===== src/rtl/field_splitter.sv =====
// Serial-to-parallel field unpacker: rebuilds an MSB-first SOF-framed bit stream
// into {a, b, c} and presents the fields on a valid/ready port with a one-word spill.
module field_splitter #(
  parameter int A_W = 1,
  parameter int B_W = 2,
  parameter int C_W = 2
) (
  input  logic           clk,
  input  logic           rst,
  input  logic           ser_valid,
  input  logic           ser_data,
  input  logic           ser_sof,
  output logic           ser_ready,
  output logic           fld_valid,
  input  logic           fld_ready,
  output logic [A_W-1:0] fld_a,
  output logic [B_W-1:0] fld_b,
  output logic [C_W-1:0] fld_c,
  output logic           err_sof
);

  localparam int F  = A_W + B_W + C_W;
  localparam int CW = $clog2(F + 1);

  typedef enum logic [1:0] {IDLE, SHIFT, FULL} state_t;

  state_t         state_q, state_d;
  logic [F-1:0]   shift_q, shift_d;
  logic [CW-1:0]  cnt_q, cnt_d;
  logic [F-1:0]   word_q, word_d;
  logic           fld_valid_q, fld_valid_d;
  logic           err_q, err_d;

  logic           accept;
  logic           out_free;
  logic [F-1:0]   shift_in;
  logic [F-1:0]   first_bit;

  assign ser_ready = !rst && (state_q != FULL);
  assign accept    = ser_valid && ser_ready;
  // Output register can take a new word if empty or being drained this cycle.
  assign out_free  = !fld_valid_q || fld_ready;
  assign shift_in  = {shift_q[F-2:0], ser_data};
  assign first_bit = {{(F-1){1'b0}}, ser_data};

  always_comb begin
    state_d     = state_q;
    shift_d     = shift_q;
    cnt_d       = cnt_q;
    word_d      = word_q;
    err_d       = 1'b0;
    fld_valid_d = fld_valid_q && !fld_ready;
    case (state_q)
      IDLE: begin
        if (accept && ser_sof) begin
          shift_d = first_bit;
          cnt_d   = CW'(1);
          state_d = SHIFT;
        end
      end
      SHIFT: begin
        if (accept) begin
          if (ser_sof) begin
            shift_d = first_bit;
            cnt_d   = CW'(1);
            err_d   = 1'b1;
          end else if (cnt_q == CW'(F - 1)) begin
            shift_d = shift_in;
            cnt_d   = '0;
            if (out_free) begin
              word_d      = shift_in;
              fld_valid_d = 1'b1;
              state_d     = IDLE;
            end else begin
              // Completed word parks in the shift register until the consumer drains.
              state_d = FULL;
            end
          end else begin
            shift_d = shift_in;
            cnt_d   = cnt_q + CW'(1);
          end
        end
      end
      FULL: begin
        if (fld_valid_q && fld_ready) begin
          word_d      = shift_q;
          fld_valid_d = 1'b1;
          state_d     = IDLE;
        end
      end
      default: state_d = IDLE;
    endcase
  end

  always_ff @(posedge clk) begin
    if (rst) begin
      state_q     <= IDLE;
      shift_q     <= '0;
      cnt_q       <= '0;
      word_q      <= '0;
      fld_valid_q <= 1'b0;
      err_q       <= 1'b0;
    end else begin
      state_q     <= state_d;
      shift_q     <= shift_d;
      cnt_q       <= cnt_d;
      word_q      <= word_d;
      fld_valid_q <= fld_valid_d;
      err_q       <= err_d;
    end
  end

  assign fld_valid = fld_valid_q;
  assign err_sof   = err_q;
  assign fld_a     = word_q[F-1 -: A_W];
  assign fld_b     = word_q[B_W+C_W-1 -: B_W];
  assign fld_c     = word_q[C_W-1:0];

endmodule

===== config.mk =====
export PLATFORM = sky130hd
export DESIGN_NAME = field_splitter
export DESIGN_NICKNAME = d
export VERILOG_FILES = /design/src/rtl/field_splitter.sv
export SDC_FILE = /design/constraint.sdc
export NUM_CORES = 1
export LEC_CHECK = 0
export CORE_MARGIN = 2
export CORE_UTILIZATION = 65
export CTS_BUF_LIST = sky130_fd_sc_hd__clkbuf_4 sky130_fd_sc_hd__clkbuf_8
export CTS_CLUSTER_SIZE = 28
export DETAILED_ROUTE_END_ITERATION = 8
export DONT_BUFFER_PORTS = 1
export GPL_TIMING_DRIVEN = 0
export HOLD_SLACK_MARGIN = 0.12
export PLACE_DENSITY = 0.77
export SYNTH_ARGS = -nofsm -noshare
export SYNTH_HDL_FRONTEND = slang
export SYNTH_SLANG_ARGS = --single-unit
export TNS_END_PERCENT = 5

===== constraint.sdc =====
create_clock -name clk -period 4.07 [get_ports clk]
set_clock_uncertainty 0.05 [all_clocks]
set_input_delay 1.221 -clock clk [delete_from_list [all_inputs] [get_ports clk]]
set_output_delay 1.221 -clock clk [all_outputs]
set_load 0.02 [all_outputs]

# [Word level (Yosys, flattened, before mapping)]
# Index checks and enable logic that the tools add are counted.
[word_totals] wordCells=64 regBits=17 in_bits=6 out_inout_bits=8
[classes] n_bitwise=2 addsub=1 reduce_logical=16 n_eq_ne=10 n_mux=29
[op_table] operator="$mux 5" n=8
[op_table] operator="$pmux 5 s2" n=2
[op_table] operator="$ne 2x2->1 const B" n=7
[op_table] operator="$mux 2" n=6
[op_table] operator="$mux 3" n=4
[op_table] operator="$mux 1" n=6
[op_table] operator="$pmux 2 s3" n=1
[op_table] operator="$pmux 3 s2" n=1
[op_table] operator="$reduce_and 6->1" n=1
[op_table] operator="$logic_and 1x1->1" n=5
[op_table] operator="$reduce_and 5->1" n=1
[op_table] operator="$reduce_bool 2->1" n=2
[op_table] operator="$add 3x1->3 const B" n=1
[op_table] operator="$eq 3x3->1 const B" n=1
[op_table] operator="$logic_not 1->1" n=3
[op_table] operator="$reduce_and 3->1" n=1
[op_table] operator="$reduce_or 3->1" n=1
[op_table] operator="$eq 2x1->1 const B" n=1
[op_table] operator="$eq 2x2->1 const B" n=1
[op_table] operator="$logic_not 2->1" n=1
[op_table] operator="$not 1->1" n=2
[op_table] operator="$pmux 1 s2" n=1
[op_table] operator="$logic_or 1x1->1" n=1

# [Longest topological paths before layout]
# Gate-level depths: netlist (run 1).
[depth] depth_word=7 mapped_depth=8

# [Worst setup path before layout (run 1)]
# No wires, ideal clock.
[synth_timing] path_type="input port to output port" start="input port rst" end="output port ser_ready" arrival_ns=1.864 path_slack_ns=0.935 path_stages=3 path_cell_list="buf_2 > buf_1 > nor2_1"
[synth_between] elab_chain_len=2
[synth_lines] element="from (decl)" line_no="9" source="input logic rst,"
[synth_lines] element="$logic_not 1->1" line_no="39" source="assign ser_ready = !rst && (state_q != FULL);"
[synth_lines] element="$logic_and 1x1->1" line_no="39"
[synth_lines] element="to (decl)" line_no="13" source="output logic ser_ready,"
# Every way passes these cells.

# [Worst setup path after layout (run 1)]
# Same ends and word-level chain as after synthesis.

==> load_flow_metrics.sql, run 1 <==
INSERT INTO impl_metrics (metric_group, metric, value, unit) VALUES
('floorplanning', 'pin_count', '14', ''),
('run_status', 'result_of_the_run', 'complete, no violations', ''),
('sta', 'max-slew-margin-rel', '0.678', ''),
('grt', 'grt_util_all_layers', '0.234', ''),
('synth', 'synth_top_cell_by_area', 'sky130_fd_sc_hd__dfxtp_1', ''),
('sta', 'final.min_clock_period', '3.31', 'ns'),
('worst_setup_path', 'worst_setup_path_end_kind', 'output pin', ''),
('clock_tree', 'clock_tree.root_cell', 'sky130_fd_sc_hd__clkbuf_4', ''),
('clock_tree', 'numClockSinks', '17', ''),
('sta', 'grt_setup_unrepaired', 'no', ''),
('layout', 'post_layout_nets', '124', ''),
('worst_setup_path', 'r2r_cells', '6', ''),
('sta', 'clock.fmax', '302', 'MHz'),
('place', 'dp_cells', '123', ''),
('route', 'drc', '0', ''),
('pwr', 'vdd_drop_max', '0.199', 'mV'),
('pwr', 'power.static_leakage', '0.000393', 'µW'),
('grt', 'grt_overflow_total', '0', ''),
('clock_tree', 'clkTransAtPathRegs', '0.11', 'ns'),
('clock_tree', 'h_tree_depth', '1', ''),
('sta', 'report.final.hold_viol_count', '0', ''),
('pwr', 'powerDensity', '285', 'nW/µm²'),
('synth', 'register_area_share_after_synthesis', '0.353', ''),
('layout', 'final_cell_area', '1010', 'µm²'),
('synth', 'ys_warn_count', '0', ''),
('synth', 'synth.distinct_cells', '34', ''),
('route', 'routed_via_density', '5.85', ''),
('floorplanning', 'fp.dieArea', '1810', 'µm²'),
('clock_tree', 'worstSkewPairLatency', '0.29', 'ns'),
('worst_setup_path', 'critPathArrivalTime', '2.04', 'ns'),
('sta', 'setup_total_negative_slack', '0', 'ns'),
('synth', 'postSynth.asyncResetShare', '0', ''),
('clock_tree', 'tritoncts', 'built', ''),
('worst_setup_path', 'start_kind', 'primary input', ''),
('layout', 'n_fill_cell', '127', ''),
('floorplanning', 'initial_utilization', '0.715', ''),
('worst_setup_path', 'worst-setup-path-type', 'primary input to output pin', ''),
('synth', 'synth_area_per_cell', '8.93', 'µm²'),
('grt', 'first_global_vias', '727', ''),
('flow_run', 'max_cap_violations', '0', ''),
('clock_tree', 'numCtsBuffers', '3', ''),
('synth', 'edff_count_synth', '0', ''),
('synth', 'synth.cell_area', '965', 'µm²'),
('sta', 'setup_viol', '0', ''),
('layout', 'layoutNonFillerInstCount', '127', ''),
('synth', 'synth.most_common_cell', 'sky130_fd_sc_hd__dfxtp_1', ''),
('sta', 'timing_worst_slew_pin_value', '0.483', 'ns'),
('clock_tree', 'postCtsSetupBuffers', '0', ''),
('floorplanning', 'die-height', '42.5', 'µm'),
('floorplanning', 'die-width', '42.5', 'µm'),
('worst_setup_path', 'largest_driver_fanout_on_the_critical_path', '10', ''),
('synth', 'synth.top_cells.by_count', 'sky130_fd_sc_hd__dfxtp_1 (17), sky130_fd_sc_hd__a21oi_1 (12), sky130_fd_sc_hd__nand2_1 (11)', ''),
('grt', 'number_of_antenna_violations_at_the_first_check_in_global_routing', '0', ''),
('route', 'vias', '743', ''),
('synth', 'synth.area.top_cells', 'sky130_fd_sc_hd__dfxtp_1 (35%), sky130_fd_sc_hd__mux2_4 (7.8%), sky130_fd_sc_hd__ha_1 (6.5%), sky130_fd_sc_hd__a21oi_1 (6.2%), sky130_fd_sc_hd__mux2i_1 (5.2%)', ''),
('synth', 'synth_top_cell_area_share', '0.353', ''),
('synth', 'synth_fp_nets', '119', ''),
('route', 'drtAntennaViolNets', '0', ''),
('layout', 'antennaDiodeCount', '0', ''),
('sta', 'layout_setup_ws', '0.761', 'ns'),
('clock_tree', 'total_of_hold_buffers_inserted_after_clock_tree_synthesis', '0', ''),
('place', 'dpl_cell_area', '983', 'µm²'),
('route', 'detailedRoute.firstIterationViolations', '5', ''),
('grt', 'first_pass_grt_wire_length', '3190', 'µm'),
('floorplanning', 'fp.coreArea', '1350', 'µm²'),
('floorplanning', 'num_rows', '13', ''),
('synth', 'ys_seq_elements', '17', ''),
('worst_setup_path', 'critical_path_required', '2.80', 'ns'),
('route', 'dr.pass1.iters', '4', ''),
('place', 'port_buffers', '0', ''),
('place', 'preCtsSetupSlack', '0.766', 'ns');
[worst max-delay path, cell delays in order]
cell	delay, ns
sky130_fd_sc_hd__buf_2	0.18
sky130_fd_sc_hd__buf_1	0.41
sky130_fd_sc_hd__nor2_1	0.22
[routing by layer]
layer	global-route usage	routed length, µm	vias to the layer above
met5	0	0	-
met1	0.286	878	345
li1	-	-	383
met4	0.0938	14	0
met3	0.0431	60	2
met2	0.400	866	13
[registers in the layout (all words and copies together), names as in the netlist]
signal	cells
cnt_q	3
err_sof	1
fld_valid	1
shift_q	5
state_q	2
word_q	5
[power by group]
group / switching, µW / leakage, µW / internal [µW]
registers: 2.61 / 0.000137 / 168
logic: 16.0 / 0.000238 / 10.3
clock network: 54.4 / 0.0000177 / 36.5
total: 73.0 / 0.000393 / 215
[final timing paths]
path	start	endpoint	slack (ns)
worst max-delay path	rst	ser_ready	0.76
worst min-delay path	shift_q[4]$_SDFFE_PP0P_	shift_q[4]$_SDFFE_PP0P_	0.41
worst max register to register	state_q[0]$_SDFFE_PP0P_	state_q[1]$_SDFFE_PP0P_	2.11
worst min register to register	shift_q[4]$_SDFFE_PP0P_	shift_q[4]$_SDFFE_PP0P_	0.41
[cells in the final DEF, fill, tap and decap left out, drive strengths merged, types with 2 or more instances in the layout]
cell	synthesis	layout
and2b	2	2
clkbuf	1	4
inv	6	6
mux2	6	6
a211oi	2	2
mux2i	5	5
dfxtp	17	17
ha	5	5
nor3b	2	2
nand2	11	11
nor3	2	2
nand3	6	6
nor2	8	8
a21oi	12	12
nor2b	4	4
buf	4	4
[cell families (layout without fill, tap and decap cells)]
group                    Yosys count  after routing  share of synthesized area
AND/OR/NAND/NOR                   43             43                      0.250
adder cells (fa/ha/maj)            5              5                     0.0649
multiplexers                      11             11                      0.141
flip-flops                        17             17                      0.353
AO/OA/AOI/OAI                     21             21                      0.144
buffers and inverters             11             15                     0.0467
[through the flow]
step | power, µW | hold WS [ns]
6_report | 288 | 0.413
5_1_grt | 300 | 0.461
4_1_cts | 290 | 0.410
3_5_place_dp | 201 | 0.398
3_3_place_gp | 200 | 0.389
2_1_floorplan | 196 | 0.382
[cell type report]
class	count	area (µm²)	share of cell area
multi-input cells	80	579	0.573
plain buffers	5	22.5	0.0223
clock inverters	1	5.00	0.00495
clock buffers	3	22.5	0.0223
flip-flops and latches	17	340	0.337
inverters	6	22.5	0.0223
well taps	15	18.8	0.0186
Note: power is estimated with default switching activity, not from simulation.
==> run 2, diff against run 1 <==
--- a/config.mk
+++ b/config.mk
@@ -6,14 +6,14 @@
 export NUM_CORES = 1
 export LEC_CHECK = 0
 export CORE_MARGIN = 2
-export CORE_UTILIZATION = 65
+export CORE_UTILIZATION = 64
 export CTS_BUF_LIST = sky130_fd_sc_hd__clkbuf_4 sky130_fd_sc_hd__clkbuf_8
 export CTS_CLUSTER_SIZE = 28
 export DETAILED_ROUTE_END_ITERATION = 8
 export DONT_BUFFER_PORTS = 1
 export GPL_TIMING_DRIVEN = 0
 export HOLD_SLACK_MARGIN = 0.12
-export PLACE_DENSITY = 0.77
+export PLACE_DENSITY = 0.76
 export SYNTH_ARGS = -nofsm -noshare
 export SYNTH_HDL_FRONTEND = slang
 export SYNTH_SLANG_ARGS = --single-unit
==> constraint.sdc (replaced) <==
create_clock -name clk -period 3.13 [get_ports clk]
set_clock_uncertainty 0.05 [all_clocks]
set_input_delay 0.939 -clock clk [delete_from_list [all_inputs] [get_ports clk]]
set_output_delay 0.939 -clock clk [all_outputs]
set_load 0.02 [all_outputs]
==> run 2 against run 1 <==
  * Die area is 1.4% higher
  * Sequential power is 30% higher
  * Non-clock buffer count stayed put
  * Via count is 0.27% lower
  * Clock power is 33% higher
  * Total power is 31% higher
  * Combinational power is 29% higher
==> load_flow_metrics.sql, run 2 (synthesis gave the netlist of run 1 again) <==
INSERT INTO impl_metrics (metric_group, metric, value, unit) VALUES
('place', 'gpl.final_weighted_congestion', '0.809', ''),
('clock_tree', 'clkTransAtPathRegs', '0.10', 'ns'),
('route', 'dr.pass1.iters', '4', ''),
('sta', 'layout_setup_ws', '0.398', 'ns'),
('worst_setup_path', 'rr_endpoint', 'word_q[3]$_SDFFE_PP0P_', ''),
('grt', 'grt_overflow_total', '0', ''),
('route', 'routed_via_density', '5.79', ''),
('sta', 'final.min_clock_period', '2.73', 'ns'),
('worst_setup_path', 'r2r_slack', '1.15', 'ns'),
('clock_tree', 'cts_resized', '0', ''),
('sta', 'max-slew-margin-rel', '0.683', ''),
('route', 'drtAntennaViolNets', '0', ''),
('hold_path', 'hold_path_end', 'shift_q[4]$_SDFFE_PP0P_', ''),
('worst_setup_path', 'path_cells', 'buf_2, buf_1, nor2_1', ''),
('clock_tree', 'tritoncts', 'built', ''),
('worst_setup_path', 'worst_setup_path_end_kind', 'output pin', ''),
('place', 'port_buffers', '0', ''),
('worst_setup_path', 'largest_driver_fanout_on_the_critical_path', '10', ''),
('grt', 'number_of_antenna_violations_at_the_first_check_in_global_routing', '0', ''),
('flow_run', 'max_cap_violations', '0', ''),
('sta', 'grt_setup_unrepaired', 'no', ''),
('sta', 'setup_viol', '0', ''),
('pwr', 'power.static_leakage', '0.000393', 'µW'),
('worst_setup_path', 'critPathMaxStageDelay', '0.41', 'ns'),
('layout', 'post_layout_nets', '124', ''),
('layout', 'drive_above_1_share', '0.152', ''),
('worst_setup_path', 'start_kind', 'primary input', ''),
('clock_tree', 'ctsLongestPathBuffers', '2', ''),
('worst_setup_path', 'r2r_cells', '7', ''),
('layout', 'antennaDiodeCount', '0', ''),
('clock_tree', 'clock_tree.root_cell', 'sky130_fd_sc_hd__clkbuf_4', ''),
('floorplanning', 'fp.coreArea', '1450', 'µm²'),
('sta', 'maxSlewViolCount', '0', ''),
('route', 'drc', '0', ''),
('floorplanning', 'num_rows', '14', ''),
('pwr', 'powerDensity', '373', 'nW/µm²'),
('sta', 'timing_worst_slew_pin_value', '0.475', 'ns'),
('worst_setup_path', 'cp.buffers_inverters', '2', ''),
('pwr', 'total_power', '377', 'µW'),
('sta', 'setup_total_negative_slack', '0', 'ns'),
('place', 'dp_hpwl', '1250', 'µm'),
('floorplanning', 'pin_count', '14', ''),
('floorplanning', 'fp.dieArea', '1830', 'µm²'),
('place', 'preCtsSetupSlack', '0.400', 'ns'),
('floorplanning', 'initial_utilization', '0.664', ''),
('sta', 'clock.fmax', '366', 'MHz'),
('sta', 'report.final.hold_viol_count', '0', ''),
('layout', 'layout.cells.most_common', 'sky130_fd_sc_hd__dfxtp_1', ''),
('grt', 'grt_start_max_net_pins', '11', ''),
('layout', 'layout_common_cells', 'sky130_fd_sc_hd__dfxtp_1 (17), sky130_fd_sc_hd__a21oi_1 (12), sky130_fd_sc_hd__nand2_1 (11), sky130_fd_sc_hd__nor2_1 (8)', ''),
('hold_path', 'hold_path_origin', 'shift_q[4]$_SDFFE_PP0P_', ''),
('pwr', 'vdd_drop_max', '0.234', 'mV'),
('layout', 'synthToLayoutAreaGrowth', '4.93', '%'),
('worst_setup_path', 'cp_top_family', 'buffers and inverters', ''),
('floorplanning', 'die-width', '42.8', 'µm'),
('clock_tree', 'numCtsBuffers', '3', ''),
('route', 'detailedRoute.firstIterationViolations', '11', ''),
('grt', 'first_global_vias', '727', ''),
('run_status', 'result_of_the_run', 'complete, no violations', ''),
('floorplanning', 'die-height', '42.8', 'µm'),
('clock_tree', 'numClockSinks', '17', ''),
('grt', 'grt_util_all_layers', '0.215', ''),
('clock_tree', 'worstSkewPairLatency', '0.30', 'ns'),
('worst_setup_path', 'reg2reg_from', 'state_q[1]$_SDFFE_PP0P_', ''),
('grt', 'first_pass_grt_wire_length', '2970', 'µm'),
('route', 'detail_route.wl_per_cell', '13.4', 'µm'),
('route', 'routed_wl', '1720', 'µm'),
('layout', 'post-route-util', '0.696', ''),
('clock_tree', 'total_of_hold_buffers_inserted_after_clock_tree_synthesis', '0', ''),
('worst_setup_path', 'critical_path_required', '2.14', 'ns'),
('worst_setup_path', 'critPathArrivalTime', '1.74', 'ns'),
('sta', 'timing.final.crit_share', '0.873', ''),
('clock_tree', 'h_tree_depth', '1', ''),
('clock_tree', 'postCtsSetupBuffers', '0', ''),
('layout', 'top_regs', 'shift_q: 5 flops, word_q: 5 flops, cnt_q: 3 flops', ''),
('worst_setup_path', 'worst-setup-path-type', 'primary input to output pin', ''),
('route', 'vias', '741', ''),
('hold_path', 'min_delay_path_depth', '2', ''),
('hold_path', 'holdCritPathClass', 'register to register', ''),
('worst_setup_path', 'timing.critical_path.slowest_stage_cell', 'sky130_fd_sc_hd__buf_1', '');
[run 2: cell counts in the layout (fill, tap and decap cells not counted)]
Identical to the previous run, type by type.
[run 2: worst register-to-register path: stages (launching register included)]
cell,delay [ns]
sky130_fd_sc_hd__dfxtp_1,0.33
sky130_fd_sc_hd__inv_1,0.09
sky130_fd_sc_hd__ha_1,0.14
sky130_fd_sc_hd__clkbuf_1,0.33
sky130_fd_sc_hd__nand2b_1,0.21
sky130_fd_sc_hd__nor3_4,0.26
sky130_fd_sc_hd__o22ai_4,0.15
sky130_fd_sc_hd__mux2_4,0.32
[run 2: worst max path at each step]
stage,to,start,slack (ns),cells after the start
final,ser_ready,rst,0.40,3
after floorplan,ser_ready,rst,0.56,3
after global placement,ser_ready,rst,0.41,3
after CTS,ser_ready,rst,0.40,3
after global routing,ser_ready,rst,0.34,3
after detailed placement,ser_ready,rst,0.40,3
[run 2: through the flow]
stage / instance area, µm² / hold WS, ns / std cells
after floorplan: 965 / 0.382 / 108
after global placement: 985 / 0.396 / 124
after detailed placement: 985 / 0.409 / 124
after CTS: 1010 / 0.424 / 128
after global routing: 1010 / 0.444 / 128
final: 1010 / 0.420 / 128
[run 2: power breakdown]
group	internal (µW)	switching (µW)
logic	13.4	20.5
registers	219	3.27
clock network	47.6	73.4
[run 2: layout make-up]
cell class              instances  area, µm²
inverters                       6       22.5
clock inverters                 1       5.00
flip-flops and latches         17        340
multi-input cells              80        579
fillers                       115        442
well taps                      16       20.0
plain buffers                   5       22.5
clock buffers                   3       22.5
[run 2: layer usage]
metal | GRT usage | vias up | share of wire
li1 | - | 386 | -
met1 | 0.284 | 336 | 0.49
met2 | 0.324 | 14 | 0.45
met3 | 0.0468 | 5 | 0.035
met4 | 0.113 | 0 | 0.026
met5 | 0 | - | 0
